**config.mk**
```make
export PLATFORM = sky130hd
export DESIGN_NAME = nco_iq_pipe
export DESIGN_NICKNAME = d
export VERILOG_FILES = /design/src/rtl/nco_iq_pipe.sv
export SDC_FILE = /design/constraint.sdc
export NUM_CORES = 2
export LEC_CHECK = 0
export CORE_MARGIN = 5
export CORE_UTILIZATION = 58
export CTS_BUF_LIST = sky130_fd_sc_hd__clkbuf_16
export CTS_CLUSTER_SIZE = 30
export DETAILED_ROUTE_END_ITERATION = 7
export PLACE_DENSITY = 0.85
export SKIP_CTS_REPAIR_TIMING = 1
export SLEW_MARGIN = 20
export SYNTH_ARGS = -nofsm -noshare
export SYNTH_HDL_FRONTEND = slang
export SYNTH_SLANG_ARGS = --single-unit
```
**constraint.sdc**
```tcl
create_clock -name clk -period 31.1 [get_ports clk]
set_clock_uncertainty 0.2 [all_clocks]
set_input_delay 6.22 -clock clk [delete_from_list [all_inputs] [get_ports clk]]
set_output_delay 6.22 -clock clk [all_outputs]
set_load 0.01 [all_outputs]
```
**src/rtl/nco_iq_pipe.sv**
```systemverilog
// Pipelined NCO: phase accumulator, quadrant fold, NSTG-stage CORDIC rotation,
// then quadrant mapping, optional negation and symmetric saturation.
module nco_iq_pipe #(
  parameter int PW   = 20,
  parameter int OW   = 12,
  parameter int NSTG = 8
) (
  input  logic                 clk,
  input  logic                 rst,
  input  logic                 En,
  input  logic                 Load,
  input  logic [PW-1:0]        FCW,
  input  logic [PW-1:0]        POFS,
  input  logic                 selSign,
  input  logic                 Rdy,
  output logic                 Vld,
  output logic signed [OW-1:0] outX,
  output logic signed [OW-1:0] outY
);

  localparam int DW    = OW + 2;
  localparam int ZW    = PW;
  localparam int AMAXI = 2**(OW-1) - 1;
  localparam logic signed [DW-1:0] AMAX = DW'(AMAXI);
  localparam longint X0L = (longint'(AMAXI) * longint'(607253)) / longint'(1000000);
  localparam logic signed [DW-1:0] X0 = DW'(X0L);

  // 2*pi in Q8 for the residual-angle correction at the output stage
  localparam int TPF = 8;
  localparam logic signed [11:0] TWO_PI = 12'sd1608;
  localparam int ZRW = ZW + 12;
  localparam int PRW = DW + ZRW;
  localparam int SH  = PW + TPF;
  localparam logic signed [PRW-1:0] HALF = PRW'(1) <<< (SH - 1);

  function automatic int atanConst(input int i);
    real a;
    case (i)
      0:       a = 0.7853981633974483;
      1:       a = 0.4636476090008061;
      2:       a = 0.24497866312686414;
      3:       a = 0.12435499454676144;
      4:       a = 0.06241880999595735;
      5:       a = 0.031239833430268277;
      6:       a = 0.015623728620476831;
      7:       a = 0.007812341060101111;
      8:       a = 0.0039062301319669718;
      9:       a = 0.0019531225164788188;
      10:      a = 0.0009765621895593195;
      11:      a = 0.0004882812111948983;
      default: a = 1.0 / (2.0 ** i);
    endcase
    return int'(a * (2.0 ** PW) / 6.283185307179586);
  endfunction

  // Round-half-up arithmetic shift keeps stage truncation error unbiased
  function automatic logic signed [DW-1:0] rshift(input logic signed [DW-1:0] v, input int s);
    logic signed [DW-1:0] r;
    r = (s == 0) ? '0 : (DW'(1) <<< (s - 1));
    return (v + r) >>> s;
  endfunction

  function automatic logic signed [OW-1:0] sat(input logic signed [DW-1:0] v);
    if (v > AMAX)       return OW'(AMAX);
    else if (v < -AMAX) return OW'(-AMAX);
    else                return OW'(v);
  endfunction

  logic adv;
  assign adv = ~Vld | Rdy;

  logic [PW-1:0]        acc, fcwR, pofsR, phase;
  logic signed [ZW-1:0] pz;
  logic [1:0]           pq;
  logic                 pv;

  assign phase = acc + pofsR;

  always_ff @(posedge clk) begin
    if (rst) begin
      acc   <= '0;
      fcwR  <= '0;
      pofsR <= '0;
      pz    <= '0;
      pq    <= '0;
      pv    <= 1'b0;
    end else if (adv) begin
      pv <= 1'b0;
      if (Load) begin
        fcwR  <= FCW;
        pofsR <= POFS;
        acc   <= '0;
      end else if (En) begin
        pz  <= {2'b00, phase[PW-3:0]};
        pq  <= phase[PW-1:PW-2];
        pv  <= 1'b1;
        acc <= acc + fcwR;
      end
    end
  end

  for (genvar i = 0; i < NSTG; i++) begin : gStage
    localparam logic signed [ZW-1:0] ATAN = ZW'(atanConst(i));
    logic signed [DW-1:0] x, y, xIn, yIn, xSh, ySh;
    logic signed [ZW-1:0] z, zIn;
    logic [1:0]           q, qIn;
    logic                 v, vIn;

    if (i == 0) begin : gFirst
      assign xIn = X0;
      assign yIn = '0;
      assign zIn = pz;
      assign qIn = pq;
      assign vIn = pv;
    end else begin : gNext
      assign xIn = gStage[i-1].x;
      assign yIn = gStage[i-1].y;
      assign zIn = gStage[i-1].z;
      assign qIn = gStage[i-1].q;
      assign vIn = gStage[i-1].v;
    end

    assign xSh = rshift(xIn, i);
    assign ySh = rshift(yIn, i);

    always_ff @(posedge clk) begin
      if (rst) begin
        x <= '0;
        y <= '0;
        z <= '0;
        q <= '0;
        v <= 1'b0;
      end else if (adv) begin
        if (!zIn[ZW-1]) begin
          x <= xIn - ySh;
          y <= yIn + xSh;
          z <= zIn - ATAN;
        end else begin
          x <= xIn + ySh;
          y <= yIn - xSh;
          z <= zIn + ATAN;
        end
        q <= qIn;
        v <= vIn;
      end
    end
  end

  logic signed [DW-1:0]  lx, ly, xc, yc, mx, my;
  logic signed [ZW-1:0]  lz;
  logic [1:0]            lq;
  logic                  lv;
  logic signed [ZRW-1:0] zRad;
  logic signed [PRW-1:0] xzp, yzp;

  assign lx = gStage[NSTG-1].x;
  assign ly = gStage[NSTG-1].y;
  assign lz = gStage[NSTG-1].z;
  assign lq = gStage[NSTG-1].q;
  assign lv = gStage[NSTG-1].v;

  // Leftover CORDIC angle is applied as a first-order small-angle rotation
  always_comb begin
    zRad = ZRW'(lz) * ZRW'(TWO_PI);
    xzp  = PRW'(lx) * PRW'(zRad);
    yzp  = PRW'(ly) * PRW'(zRad);
    xc   = lx - DW'((yzp + HALF) >>> SH);
    yc   = ly + DW'((xzp + HALF) >>> SH);
    mx   = xc;
    my   = yc;
    case (lq)
      2'd0: begin mx = xc;  my = yc;  end
      2'd1: begin mx = -yc; my = xc;  end
      2'd2: begin mx = -xc; my = -yc; end
      2'd3: begin mx = yc;  my = -xc; end
      default: ;
    endcase
    if (selSign) begin
      mx = -mx;
      my = -my;
    end
  end

  always_ff @(posedge clk) begin
    if (rst) begin
      Vld  <= 1'b0;
      outX <= '0;
      outY <= '0;
    end else if (adv) begin
      Vld <= lv;
      if (lv) begin
        outX <= sat(mx);
        outY <= sat(my);
      end
    end
  end

endmodule

```
==> impl_metrics.yaml <==
outcome:
  status: "finished, final reports clean"
synthesis:
  synth_sequential_area_ratio_pct: 14.7
  synthDistinctLibCells: 102
  total_of_flip_flops_plus_latches_after_synthesis: 461
  synth_top_cells_by_count: "nand2_1, inv_1, fa_1, a21oi_1, ha_1"
  synthesized_area_um2: 62600
  synthCells: 7623
  number_of_flops_mapped_to_enable_cells_by_yosys: 0
  synth_area_leaders: "fa_1, dfxtp_1, ha_1"
  synth-warning-count: 0
  ys_dominant_reg_cell: "dfxtp_1"
  per_instance_average_area_after_synthesis_um2: 8.21
  post-synth-top-area-fraction_pct: 23.8
  synth_most_common_cell: "nand2_1"
  synth.net_count: 9026
  synth_largest_area_cell: "fa_1"
  synth_async_sr_flop_share_pct: 0
global_routing:
  gr-usage-all-layers_pct: 27.3
  grt.met1_usage_pct: 34.0
  grt_start_max_net_pins: 115
  grt_pass1_wl_mm: 263
  grtUsageMet2_pct: 46.4
  globalRoute.busiestLayer: "met2"
  first_global_vias: 53700
  grt_antenna_before_repair: 1
  gr-usage-met3_pct: 6.14
  overflow: 0
setup_path:
  timing.critical_path.slowest_stage_cell: "or4_4"
  worst_path_dominant_cell_family: "adder cells"
  timing.critical_path.fanout_max: 31
  setup.worst_path.class: "flop to flop"
  critical_path.n_buffers_inverters: 11
  setup.worst_path.start_class: "flop"
  cp_common_cell: "inv_1"
  critical_path_required_ns: 31.36
  max_stage_delay_ns: 0.58
  timing.critical_path.arrival_ns: 15.93
  worst_setup_path_end_kind: "flop"
sta:
  fin_crit_sh_pct: 50.4
  report.final.setup_viol: 0
  timing.slew.headroom_pct: 25.7
  fmax_mhz: 63.8
  timing.hold.ws_ns: 0.246
  timing_hold_violations_final: 0
  rsz_0062_raised_after_global_routing: "false"
  summed_negative_setup_slack_over_all_endpoints_ns: 0
  report.final.slew_viol_count: 0
  worst_pin_slew_ns: 1.12
  period_minus_slack_ns: 15.67
  setup_ws_ns: 15.43
detailed_routing:
  route.detailed.vias_per_inst: 5.83
  drt-initial-drc-count: 3902
  avgRoutedWirePerCell_um: 17.7
  route.antenna.remaining_nets: 0
  dr.pass1.iters: 5
  wirelength_mm: 158
  num_vias: 52000
  route.detailed.drc: 0
floorplanning:
  placeableCoreArea_um2: 107000
  placementRows: 120
  die_height_um: 338
  io_pins: 71
  initial_core_util_pct: 58.5
  fp.dieArea_um2: 115000
  die-width_um: 338
final_layout:
  layout.cell_area.non_filler_um2: 66100
  nNetsFinal: 8876
  final.fill_count: 8621
  drive_gt1_share_pct: 3.38
  area.growth.synth_to_final_pct: 5.62
clocking:
  clock-root-buffer: "clkbuf_16"
  number_of_levels_in_the_clock_h_tree: 2
  clkLatencyLatePin_ns: 0.61
  clock_buffers_created_by_tritoncts: 49
  numClockSinks: 461
  cts_tree: "done"
  clk_pin_slew_ns: 0.07
  clockBufferDepth: 3
place:
  dpl-instance-area_um2: 64500
  preCtsSetupSlack_ns: 15.71
  numPortBuffers: 70
  gp_congestion: 0.956
  detailed_place_hpwl_mm: 120
min_path:
  worst_hold_path_type: "flop to flop"
run:
  cap_violations: 0
flip-flops by register name, indices dropped and copies added (netlist names):
| name | count |
|---|---|
| gStage.q | 16 |
| fcwR | 20 |
| gStage.x | 88 |
| pofsR | 20 |
| outX | 12 |
| gStage.vIn | 1 |
| gStage.qIn | 2 |
| gStage.y | 85 |
| gStage.zIn | 18 |
| acc | 20 |
| gStage.z | 158 |
| gStage.v | 8 |
| Vld | 1 |
| outY | 12 |
final timing paths:
kind | cells after the start | start | to | slack, ns
min | 2 | gStage[6].q[0] | gStage[7].q[0] | 0.25
max reg2reg | 60 | gStage[7].z[1] | outY[3] | 15.43
max | 60 | gStage[7].z[1] | outY[3] | 15.43
min reg2reg | 2 | gStage[6].q[0] | gStage[7].q[0] | 0.25
through the flow:
| stage | utilization (%) | std cells |
|---|---|---|
| 6_report | 61.7 | 8911 |
| 5_1_grt | 61.7 | 8910 |
| 4_1_cts | 61.7 | 8908 |
| 3_5_place_dp | 60.2 | 8823 |
| 3_3_place_gp | 60.2 | 8823 |
| 2_1_floorplan | - | 7623 |
final cells by class:
class	instances	area, um^2	area share, %
antenna	1	2.50	0.00379
clock buffer	49	1230	1.86
clock inverter	36	355	0.538
inverter	975	3660	5.54
multi-input combinational	5835	48500	73.4
sequential	461	9240	14.0
tap	1403	1760	2.66
timing repair buffer	151	1340	2.02
placed cells by master, fill, tap and decap left out, drive strengths merged, types with 16 or more instances in the layout:
master / Yosys / final
o31ai: 18 / 18
clkbuf: 336 / 49
xnor2: 401 / 401
nand4: 32 / 32
nand3: 115 / 115
dfxtp: 461 / 461
nor2b: 39 / 39
a22oi: 20 / 20
nand2b: 82 / 82
nor3: 81 / 81
or3: 34 / 34
a21oi: 701 / 701
a211oi: 87 / 87
nor2: 367 / 367
o21ai: 148 / 148
nor4: 24 / 24
fa: 744 / 744
ha: 613 / 613
nand2: 1179 / 1179
a21o: 96 / 96
buf: 16 / 82
o211ai: 21 / 21
clkinv: 0 / 17
inv: 975 / 987
mux2i: 20 / 20
or4: 16 / 16
and3: 76 / 76
o21bai: 144 / 144
clkdlybuf4s50: 0 / 69
and2: 371 / 371
xor2: 173 / 173
a31oi: 32 / 32
o21a: 30 / 30
tightest hold or removal path, delay by kind of cell (launching register included):
| kind | cells | cell delay (ns) |
|---|---|---|
| flip-flops | 1 | 0.31 |
| AND/OR/NAND/NOR | 1 | 0.05 |
| AO/OA/AOI/OAI | 1 | 0.05 |
per-layer routing:
layer  up-vias  share of wire, %
li1      24400                 -
met1     25200                40
met2      1911                48
met3       481               8.6
met4         0               4.0
met5         -                 0
cells by family (layout without fill, tap and decap cells):
kind of cell | after synthesis | after routing | synth area share, %
xor gates and xnor gates | 579 | 579 | 8.27
other | 0 | 1 | 0
adders and majority gates | 1357 | 1357 | 36.1
AOI/OAI and AO/OA | 1394 | 1394 | 13.6
muxes | 43 | 43 | 1.00
DFF | 461 | 461 | 14.7
buffers and inverters | 1327 | 1211 | 7.98
and+or+nand+nor | 2462 | 2462 | 18.3
Power is left out: the tool's default activity adds up to more than one toggle a clock period on the data nets, which glitch-free logic cannot reach.
